File: config.mk
export PLATFORM = sky130hd
export DESIGN_NAME = reg_write_arbiter
export DESIGN_NICKNAME = d
export VERILOG_FILES = /design/src/rtl/reg_write_arbiter.sv
export SDC_FILE = /design/constraint.sdc
export NUM_CORES = 1
export LEC_CHECK = 0
export BUFFER_PORTS_ARGS = -buffer_cell sky130_fd_sc_hd__buf_2
export CAP_MARGIN = 0
export CORE_MARGIN = 3
export CORE_UTILIZATION = 40
export DETAILED_ROUTE_END_ITERATION = 6
export PLACE_DENSITY = 0.81
export SYNTH_ARGS = -nofsm -noshare
export SYNTH_HDL_FRONTEND = slang
export SYNTH_SLANG_ARGS = --single-unit
File: constraint.sdc
create_clock -name clk -period 2.8 [get_ports clk]
set_input_delay 0.56 -clock clk [delete_from_list [all_inputs] [get_ports clk]]
set_output_delay 0.56 -clock clk [all_outputs]
set_load 0.05 [all_outputs]
File: src/rtl/reg_write_arbiter.sv
// Shared-register write arbiter. Requesters compete for ownership of one
// register using round-robin selection. The owner may extend its burst with
// lock, up to MAX_BURST writes. Every release leaves one idle bubble cycle.
module reg_write_arbiter #(
  parameter int N_REQ     = 4,
  parameter int WIDTH     = 8,
  parameter int MAX_BURST = 4,
  localparam int OW       = (N_REQ > 1) ? $clog2(N_REQ) : 1
) (
  input  logic                   clk,
  input  logic                   rst_n,
  input  logic [N_REQ-1:0]       req,
  input  logic [N_REQ-1:0]       lock,
  input  logic [N_REQ*WIDTH-1:0] wdata,
  output logic [N_REQ-1:0]       gnt,
  output logic [WIDTH-1:0]       q,
  output logic                   q_valid,
  output logic [OW-1:0]          owner,
  output logic                   busy
);

  typedef enum logic {
    IDLE  = 1'b0,
    OWNED = 1'b1
  } state_t;

  state_t             state_q, state_d;
  logic [OW-1:0]      ptr_q, ptr_d;
  logic [3:0]         cnt_q, cnt_d;
  logic [WIDTH-1:0]   data_q, data_d;
  logic               dataValid_q, dataValid_d;
  logic [N_REQ-1:0]   gnt_q, gnt_d;
  logic [OW-1:0]      owner_q, owner_d;

  logic [OW-1:0]      winner;
  logic               winnerFound;
  int                 scanIdx;

  // Round-robin scan: first set request starting at ptr, wrapping modulo N_REQ.
  always_comb begin
    winner      = '0;
    winnerFound = 1'b0;
    scanIdx     = 0;
    for (int k = 0; k < N_REQ; k++) begin
      scanIdx = int'(ptr_q) + k;
      if (scanIdx >= N_REQ) begin
        scanIdx = scanIdx - N_REQ;
      end
      if (!winnerFound && req[scanIdx]) begin
        winnerFound = 1'b1;
        winner      = OW'(scanIdx);
      end
    end
  end

  // Next-state logic: grant from IDLE, extend or release while OWNED.
  always_comb begin
    state_d     = state_q;
    ptr_d       = ptr_q;
    cnt_d       = cnt_q;
    data_d      = data_q;
    dataValid_d = 1'b0;
    gnt_d       = gnt_q;
    owner_d     = owner_q;

    case (state_q)
      IDLE: begin
        gnt_d = '0;
        if (winnerFound) begin
          data_d      = wdata[int'(winner)*WIDTH +: WIDTH];
          owner_d     = winner;
          gnt_d       = N_REQ'(1) << winner;
          cnt_d       = 4'd1;
          dataValid_d = 1'b1;
          state_d     = OWNED;
        end
      end
      OWNED: begin
        if (req[owner_q] && lock[owner_q] && (cnt_q < 4'(MAX_BURST))) begin
          data_d      = wdata[int'(owner_q)*WIDTH +: WIDTH];
          cnt_d       = cnt_q + 4'd1;
          dataValid_d = 1'b1;
        end else begin
          state_d = IDLE;
          gnt_d   = '0;
          if (int'(owner_q) == N_REQ - 1) begin
            ptr_d = '0;
          end else begin
            ptr_d = OW'(owner_q + 1'b1);
          end
        end
      end
      default: begin
        state_d = IDLE;
        gnt_d   = '0;
      end
    endcase
  end

  // State registers with synchronous active-low reset overriding all inputs.
  always_ff @(posedge clk) begin
    if (!rst_n) begin
      state_q     <= IDLE;
      ptr_q       <= '0;
      cnt_q       <= '0;
      data_q      <= '0;
      dataValid_q <= 1'b0;
      gnt_q       <= '0;
      owner_q     <= '0;
    end else begin
      state_q     <= state_d;
      ptr_q       <= ptr_d;
      cnt_q       <= cnt_d;
      data_q      <= data_d;
      dataValid_q <= dataValid_d;
      gnt_q       <= gnt_d;
      owner_q     <= owner_d;
    end
  end

  assign gnt     = gnt_q;
  assign q       = data_q;
  assign q_valid = dataValid_q;
  assign owner   = owner_q;
  assign busy    = (state_q == OWNED);

endmodule

* Word-level counts from Yosys, hierarchy flattened
Cells that the tools add are included.
Widths: inputs -> output; s select.
** Word-level totals
- Register bits :: 21
- Output and inout bits :: 16
** Cells by class
- Add/subtract/negate cells :: 9
- Order comparisons :: 10
- Equal/unequal tests :: 4
- Shift operators :: 3
- Mux-type cells :: 41
- Bitwise gates (word level) :: 2
- Reductions and logical operators :: 11
** Operators by type and width (number)
- $lt 32x4->1 const B :: 4
- $mux 32 :: 4
- $shiftx 32x6->8 :: 2
- $mux 1 :: 16
- $mux 4 :: 4
- $mux 8 :: 2
- $pmux 4 s2 :: 2
- $pmux 8 s2 :: 1
- $bmux 1 s2 :: 6
- $sub 3x3->4 const B :: 3
- $mux 2 :: 5
- $ge 3x3->1 const B :: 3
- $add 2x2->3 const B :: 2
- $reduce_and 2->1 :: 3
- $logic_and 1x1->1 :: 5
- $add 4x1->4 const B :: 1
- $lt 4x3->1 const B :: 1
- $ne 2x2->1 const B :: 2
- $shl 1x2->4 const A :: 1
- $sub 2x3->4 const B :: 1
- $add 2x1->3 const B :: 1
- $ge 2x3->1 const B :: 1
- $logic_not 1->1 :: 3
- $lt 2x3->1 const B :: 1
- 5 further kinds :: 6

* Depth between registers and ports, before layout
Gate-level depths: netlist of the first run.
- Word-level depth :: 18
- Gate-level depth with buffers :: 7

* Worst setup path before layout of the first run
Ideal clock, no wire load.
- Kind :: reg2reg
- From :: reg owner_q[0], in the netlist owner[0]
- To :: reg cnt_q[0]
- Library setup time :: 0.116 ns
- Arrival :: 2.122 ns
- Required time :: 2.684 ns
- Setup slack :: 0.562 ns
- Stages on the path, launching flop included :: 6
- Period minus slack after synthesis :: 2.238 ns
- Cells stage by stage :: dfxtp_1 mux4_2 and3_1 buf_6 or3_1 and3_1
** Between the ends
- Longest elaborated chain between the ends :: 6
** RTL lines
- start: declaration :: RTL line 33 : logic [OW-1:0] owner_q, owner_d;
- start signal: assignment :: RTL line 117 : owner_q <= owner_d;
- $bmux 1 s2 :: RTL line 79 : if (req[owner_q] && lock[owner_q] && (cnt_q < 4'(MAX_BURST))) begin
- $mux 1 (implied by the code) :: RTL line 79
- $logic_and 1x1->1 * (2 in a row) :: RTL line 79
- $ne 2x1->1 (no source line) *
- $reduce_and 2->1 (no source line) *
- end signal: assignment :: RTL line 113 : cnt_q <= cnt_d;
- end: declaration :: RTL line 29 : logic [3:0] cnt_q, cnt_d;
Mark *: on every way between the ends. The rest lies on a longest branch, timed or not. The select of a mux whose other input is x is not followed.
A chain may end at the register's enable or synchronous reset.

* Worst setup path in the final report of the first run
Same ends and word-level chain as after synthesis.

==> out/results.tsv, run 1 <==
stage	metric	value	unit
run_status	outcome	finished clean	
floorplanning	row count	19	
routing	detailed-route wire length	2.63	mm
floorplanning	I/O Pins	58	
global_route	antenna violations before repair	0	
cells_and_area	Antenna Cells	0	
hold_path	Min-Delay Path Depth	2	
sta	TNS Setup	0	ps
cells_and_area	# fillers	272	
sta	Worst Max-Slew Pin Slew	446	ps
worst_setup_path	CP Cell Sequence	mux4_2 -> and3_1 -> or3_1 -> and3_1	
sta	Max Fclk	503	MHz
worst_setup_path	most used cell, CP	and3_1	
sta	RSZ-0062 raised after global routing	false	
cells_and_area	fin area	1510	sq um
worst_setup_path	Worst Setup Start Kind	flip-flop	
routing	drt first pass iters	4	
worst_setup_path	reg2reg end	cnt_q[0]	
clocking	Worst-path clk slew	120	ps
sta	Final Hold Vio Count	0	
routing	Routed wire per std cell	12.5	microns
worst_setup_path	Worst R2R Setup Slack	810	ps
floorplanning	Initial Utilization	42.9	%
pwr	P_leak	0.756	nW
cells_and_area	area growth from synthesis to layout	25.3	%
place	RePlAce Congestion	0.750	
cells_and_area	final core occ	53.7	%
yosys	synth warn	0	
yosys	Yosys cell types	40	
routing	final antenna-violating net count	0	
place	Final HPWL DP	2.13	mm
sta	period utilization	71.0	%
clocking	Post-CTS Hold Fix Bufs	0	
floorplanning	die width	60.8	microns
yosys	Post-synth EDFFs	0	
pwr	Power Density	548	nW/um^2
sta	final setup violation count	0	
cells_and_area	Final Non-Filler Cells	211	
global_route	gr usage total	14.9	%
hold_path	Worst Hold End	ptr_q[0]	
yosys	part of the Yosys area used for sequential elements	35.0	%
worst_setup_path	Crit. End Element	flip-flop	
place	dpl cells	207	
clocking	TritonCTS clock tree	built	
yosys	synthesized netlist cell count	125	
yosys	Post-Synthesis Cell Area	1200	sq um
clocking	clk root buf	clkbuf_4	
yosys	ys async rst share	0	%
job	MaxCap Viol Count	0	
floorplanning	Die Y	60.8	microns
cells_and_area	fin nets	225	
pwr	Tot Pwr	825	uW
hold_path	Hold Startpoint	ptr_q[0]	
cells_and_area	layout cell share with drive strength beyond 1	41.1	%
worst_setup_path	critical path's slowest cell	mux4_2	
floorplanning	Die ar.	3700	sq um
clocking	CTS resizes	0	
sta	crit path time final	1990	ps
yosys	synthesized area per cell	9.62	sq um
routing	Vias	1118	
clocking	clk sink count	21	
clocking	Clock Latency Late Sink	310	ps
worst_setup_path	critical path arrival	2200	ps
global_route	first-pass GRT wire length	4.13	mm
worst_setup_path	CP max FO	8	
clocking	Clock Path Buffers	2	
global_route	number of global-route vias before repair	965	
sta	clock skew	5.41	ps
floorplanning	Core Area	2810	sq um
clocking	H-tree depth	1	
place	Placed Area	1480	sq um
worst_setup_path	Critical Path RT	3010	ps
worst_setup_path	Critical Path Max Stage Delay	610	ps
routing	DRC viols	0	
global_route	total grt overflow	0	
routing	Iteration-0 DRC Markers	48	
yosys	Main synth FF type	dfxtp_1	
pwr	largest vdd supply drop	0.272	mV
routing	Vias/cell	5.30	
yosys	Synth Register Bits	21	
global_route	largest net degree at the start of global routing	17	
place	I/O Buffers	57	
sta	slew margin rel.	70.0	%
hold_path	Hold WC Path Type	reg2reg	
worst_setup_path	R2R cell count	4	
sta	count of pins over their slew limit	0	
yosys	Mapped Nets	169	
worst_setup_path	Setup CP Type	reg2reg	
clocking	Post-CTS Setup Bufs	0	
clocking	TritonCTS Buffers	3	
worst_setup_path	reg2reg start	owner[0]	
==> through the flow <==
stage / hold WS (ps) / setup WS (ps)
after detailed placement: 447 / 521
after global routing: 508 / 729
after floorplan: 437 / 562
after global placement: 441 / 579
after CTS: 475 / 802
final: 471 / 812
==> registers in the layout, indices dropped and copies added (netlist names) <==
name,cells
owner,2
gnt,4
ptr_q,2
cnt_q,4
q_valid,1
q,8
==> final cells by class <==
| cell class | instances | area [sq um] | share of cell area [%] |
|---|---|---|---|
| multi-input combinational | 94 | 712 | 47.3 |
| sequential | 21 | 420 | 27.9 |
| timing repair buffer | 59 | 300 | 19.9 |
| tap | 31 | 38.8 | 2.57 |
| clock buffer | 3 | 22.5 | 1.50 |
| inverter | 2 | 7.51 | 0.498 |
| clock inverter | 1 | 5.00 | 0.332 |
==> cell usage after synthesis, drive strengths merged, types with 2 or more instances <==
cell    number  area (sq um)
a21boi       4          30.0
a21o         2          17.5
a21oi        3          15.0
a32oi        3          45.1
and2         5          32.5
and3         4          25.0
buf          7          58.8
dfxtp       21           420
ha           2          25.0
inv          2          7.51
mux2i       17           170
nand2       16          60.1
nand3        2          10.0
nor2         4          15.0
nor2b        3          18.8
o21a         3          22.5
o221ai       9          78.8
or3          2          12.5
==> power by group <==
| part | internal [mW] | switching (mW) | total (mW) |
|---|---|---|---|
| clock network | 0.0534 | 0.0917 | 0.145 |
| registers | 0.332 | 0.0254 | 0.357 |
| logic | 0.118 | 0.204 | 0.322 |
| total | 0.503 | 0.321 | 0.825 |
==> cell usage in the layout (no fill, tap or decap), types with 3 or more instances in the layout <==
| cell | count |
|---|---|
| o21a_1 | 3 |
| nor2_1 | 4 |
| nand2_1 | 16 |
| o221ai_1 | 9 |
| a21boi_0 | 3 |
| a21oi_1 | 3 |
| nor2b_1 | 3 |
| clkbuf_4 | 3 |
| buf_2 | 57 |
| dfxtp_1 | 21 |
| and3_1 | 4 |
| and2_1 | 3 |
| mux2i_1 | 17 |
==> how the worst max path moves through the flow <==
stage / from / end / cells after the start
floorplan: owner[0] / cnt_q[0] / 5
finish: owner[0] / cnt_q[0] / 4
CTS: owner[0] / cnt_q[0] / 4
global route: owner[0] / cnt_q[0] / 4
detailed placement: req[3] / cnt_q[0] / 6
global placement: req[2] / cnt_q[0] / 6
==> metal layers <==
layer	part of all wire [%]	global-route usage, %	vias to the layer above
li1	-	-	580
met1	48	20.5	485
met2	43	21.7	48
met3	7.7	3.83	5
met4	1.5	6.81	0
met5	0	0	-
==> kinds of logic (layout without fill, tap and decap cells) <==
kind of cell,after synthesis,count (layout),synth area share (%)
flops,21,21,35.0
mux,19,19,17.0
fa+ha+maj,2,2,2.08
buf+inv,10,65,5.83
compound gates,32,32,22.7
simple gates,41,41,17.5
==> critical path, delay by kind of cell, from the launching register on <==
| family | cells | cell delay, ps |
|---|---|---|
| AND/OR/NAND/NOR | 3 | 770 |
| flip-flops | 1 | 500 |
| multiplexers | 1 | 610 |
No activity file was read; power rests on OpenSTA's default activity.
==> inputs of run 2 (changes only) <==
Settings changed: ABC_AREA set to 1, PLACE_DENSITY 0.81 to 0.77.
Clock period 2.8 ns to 1.9 ns, I/O delays scaled along.
==> out/results.tsv, run 2 <==
stage	metric	value	unit	change
yosys	Post-synth EDFFs	0		unchanged
global_route	number of global-route vias before repair	1559		+62%
cells_and_area	Antenna Cells	0		unchanged
worst_setup_path	critical path arrival	2080	ps	-120 ps
floorplanning	die width	68.6	microns	+13%
worst_setup_path	most used cell, CP	nand2_2		
sta	RSZ-0062 raised after global routing	true		
yosys	share of the synthesized area in the top cell type	26.8	%	-8.2 points
worst_setup_path	Critical Path Max Stage Delay	370	ps	-240 ps
pwr	Tot Pwr	4.53	mW	+450%
sta	period utilization	100	%	+29 points
place	Final HPWL DP	3.24	mm	+53%
yosys	post-synth top area cell	dfxtp_1		
global_route	gr usage total	18.6	%	+3.7 points
yosys	Mapped Nets	309		+83%
yosys	top cells by count, synth	nand2_1, inv_1, nand3_1		
clocking	Clock Latency Late Sink	260	ps	-50 ps
routing	Iteration-0 DRC Markers	130		+170%
yosys	Synth area leaders	dfxtp_1, nand3_1, nand2_1		
worst_setup_path	Crit. End Element	flip-flop		
sta	Final Hold Vio Count	0		unchanged
routing	drt first pass iters	4		unchanged
pwr	Power Density	1970	nW/um^2	+260%
worst_setup_path	Critical Path RT	2070	ps	-940 ps
floorplanning	Die ar.	4710	sq um	+27%
floorplanning	row count	22		+3
sta	Worst Slack Setup Final	-8.67	ps	-820 ps
run_status	failing checks	negative setup slack		
worst_setup_path	critical path's slowest cell	dfxtp_4		
yosys	Synth Register Bits	21		unchanged
routing	Vias/cell	4.77		-9.9%
yosys	synth warn	0		unchanged
routing	Vias	1823		+63%
run_status	outcome	complete, but fails checks		
clocking	clk root buf	clkbuf_8		
global_route	first-pass GRT wire length	6.69	mm	+62%
routing	DRC viols	0		unchanged
yosys	synthesized netlist cell count	265		+110%
clocking	H-tree depth	1		unchanged
cells_and_area	fin nets	379		+68%
worst_setup_path	CP max FO	8		unchanged
sta	Max Fclk	524	MHz	+4.2%
yosys	top-count cell post-synth	nand2_1		
place	Placed Area	1960	sq um	+33%
cells_and_area	most common cell after layout, fill and taps aside	buf_2		
sta	crit path time final	1910	ps	-79.7 ps
sta	final setup violation count	2		+2
yosys	ys async rst share	0	%	unchanged
cells_and_area	max reg flops	8		unchanged
routing	detailed-route wire length	4.58	mm	+74%
worst_setup_path	Worst Setup Start Kind	flip-flop		
routing	final antenna-violating net count	0		unchanged
global_route	antenna violations before repair	0		unchanged
routing	Routed wire per std cell	12.0	microns	-3.9%
clocking	Worst-path clk slew	70	ps	-50 ps
worst_setup_path	CP Cell Sequence	buf_6 -> nand2_1 -> nand2_2 -> nand2_2 -> nand2_2 -> nor2_4 -> nand3_2 -> nand2_2 -> nand3_4 -> nand2_4 -> nand2_1 -> nand3_2 -> nand3_1 -> nand2_1 -> inv_1		
floorplanning	Core Area	3720	sq um	+32%
yosys	Post-Synthesis Cell Area	1570	sq um	+30%
cells_and_area	fin area	2290	sq um	+52%
sta	worst hold slack	439	ps	-32.1 ps
place	RePlAce Congestion	0.865		+15%
cells_and_area	area growth from synthesis to layout	46.3	%	
sta	TNS Setup	-9.60	ps	-9.60 ps
pwr	P_leak	1.34	nW	+77%
place	dpl cells	375		+81%
hold_path	Hold WC Path Type	in2reg		
cells_and_area	most frequent cells in the layout	buf_2, inv_1, nand2_1		
global_route	total grt overflow	0		unchanged
place	I/O Buffers	57		unchanged
pwr	largest vdd supply drop	0.800	mV	+190%
cells_and_area	layout cell share with drive strength beyond 1	43.4	%	+2.3 points
job	MaxCap Viol Count	0		unchanged
sta	Worst Max-Slew Pin Slew	575	ps	+129 ps
sta	clock skew	1.57	ps	-3.84 ps
floorplanning	Die Y	68.6	microns	+13%
clocking	TritonCTS Buffers	3		unchanged
sta	count of pins over their slew limit	0		unchanged
yosys	Main synth FF type	dfxtp_1		
yosys	Yosys cell types	27		-33%
cells_and_area	Final Non-Filler Cells	382		+81%
clocking	clk sink count	21		unchanged
yosys	synthesized area per cell	5.92	sq um	-38%
clocking	Clock Path Buffers	2		unchanged
sta	slew margin rel.	61.6	%	-8.4 points
floorplanning	Initial Utilization	42.2	%	-0.64 points
worst_setup_path	Setup CP Type	reg2reg		
clocking	TritonCTS clock tree	built		
floorplanning	I/O Pins	58		unchanged
global_route	largest net degree at the start of global routing	17		unchanged
yosys	part of the Yosys area used for sequential elements	26.8	%	-8.2 points
==> run 2: cell count changes in the layout (fill, tap and decap cells not counted), sizes merged, moves of 5 or more <==
cell,before,now
a21oi,3,10
nor2,4,13
and2,5,0
inv,2,62
buf,59,70
nand3,2,55
o21ai,1,12
mux2i,17,0
o221ai,9,0
nand2,16,76
==> run 2: metrics by stage <==
stage,worst slack (ps),utilization (%)
after floorplan,158,-
after global placement,-1.96,52.9
after detailed placement,-20.8,52.9
after CTS,15.5,54.1
after global routing,-132,61.8
final,-8.67,61.8
==> run 2: power by group <==
| group | leakage, nW | internal (mW) | total (mW) | switching (mW) |
|---|---|---|---|---|
| Combinational | 1.14 | 1.28 | 3.48 | 2.21 |
| Clock | 0.0228 | 0.150 | 0.297 | 0.147 |
| Sequential | 0.175 | 0.610 | 0.749 | 0.139 |
==> run 2: logic make-up (layout without fill, tap and decap cells) <==
| group | count (synthesis) | after routing | synth area share, % |
|---|---|---|---|
| adder cells (fa/ha/maj) | 2 | 2 | 1.59 |
| AND/OR/NAND/NOR | 147 | 148 | 43.8 |
| buffers and inverters | 70 | 138 | 18.7 |
| flip-flops | 21 | 21 | 26.8 |
| AO/OA/AOI/OAI | 25 | 25 | 9.17 |
==> run 2: critical path: cells and delay by family, from the launching register on <==
kind / cells / cell delay, ps
buffers and inverters: 2 / 150
AND/OR/NAND/NOR: 13 / 1290
flip-flops: 1 / 370
==> run 2: layout make-up <==
class                           count  area [sq um]
Clock buffer                        4          45.0
Timing Repair Buffer               71           435
Tap cell                           48          60.1
Multi-Input combinational cell    175          1080
Inverter                           63           244
Sequential cell                    21           432
Fill cell                         323          1420
==> run 2: worst paths after layout <==
check | slack, ps | endpoint | cells past startpoint | startpoint
hold / removal | 440 | ptr_q[1] | 3 | rst_n
hold reg to reg | 450 | cnt_q[3] | 2 | cnt_q[3]
setup / recovery | -9 | q[1] | 15 | ptr_q[0]
setup reg to reg | -9 | q[1] | 15 | ptr_q[0]
==> run 2: layer usage <==
layer	GRT usage [%]	vias to the layer above	routed length, microns
met4	7.44	0	42
met5	0	-	0
met2	31.6	55	2360
li1	-	964	-
met3	3.40	5	226
met1	22.9	799	1940
==> run 2: timing repair <==
action,in CTS,in global routing
gates cloned,0,2
endpoints found under the hold margin,0,0
gates resized for setup,1,64
pin swaps,0,32
endpoints found under the setup margin,2,10
hold buffers,0,0
buffers inserted,0,1
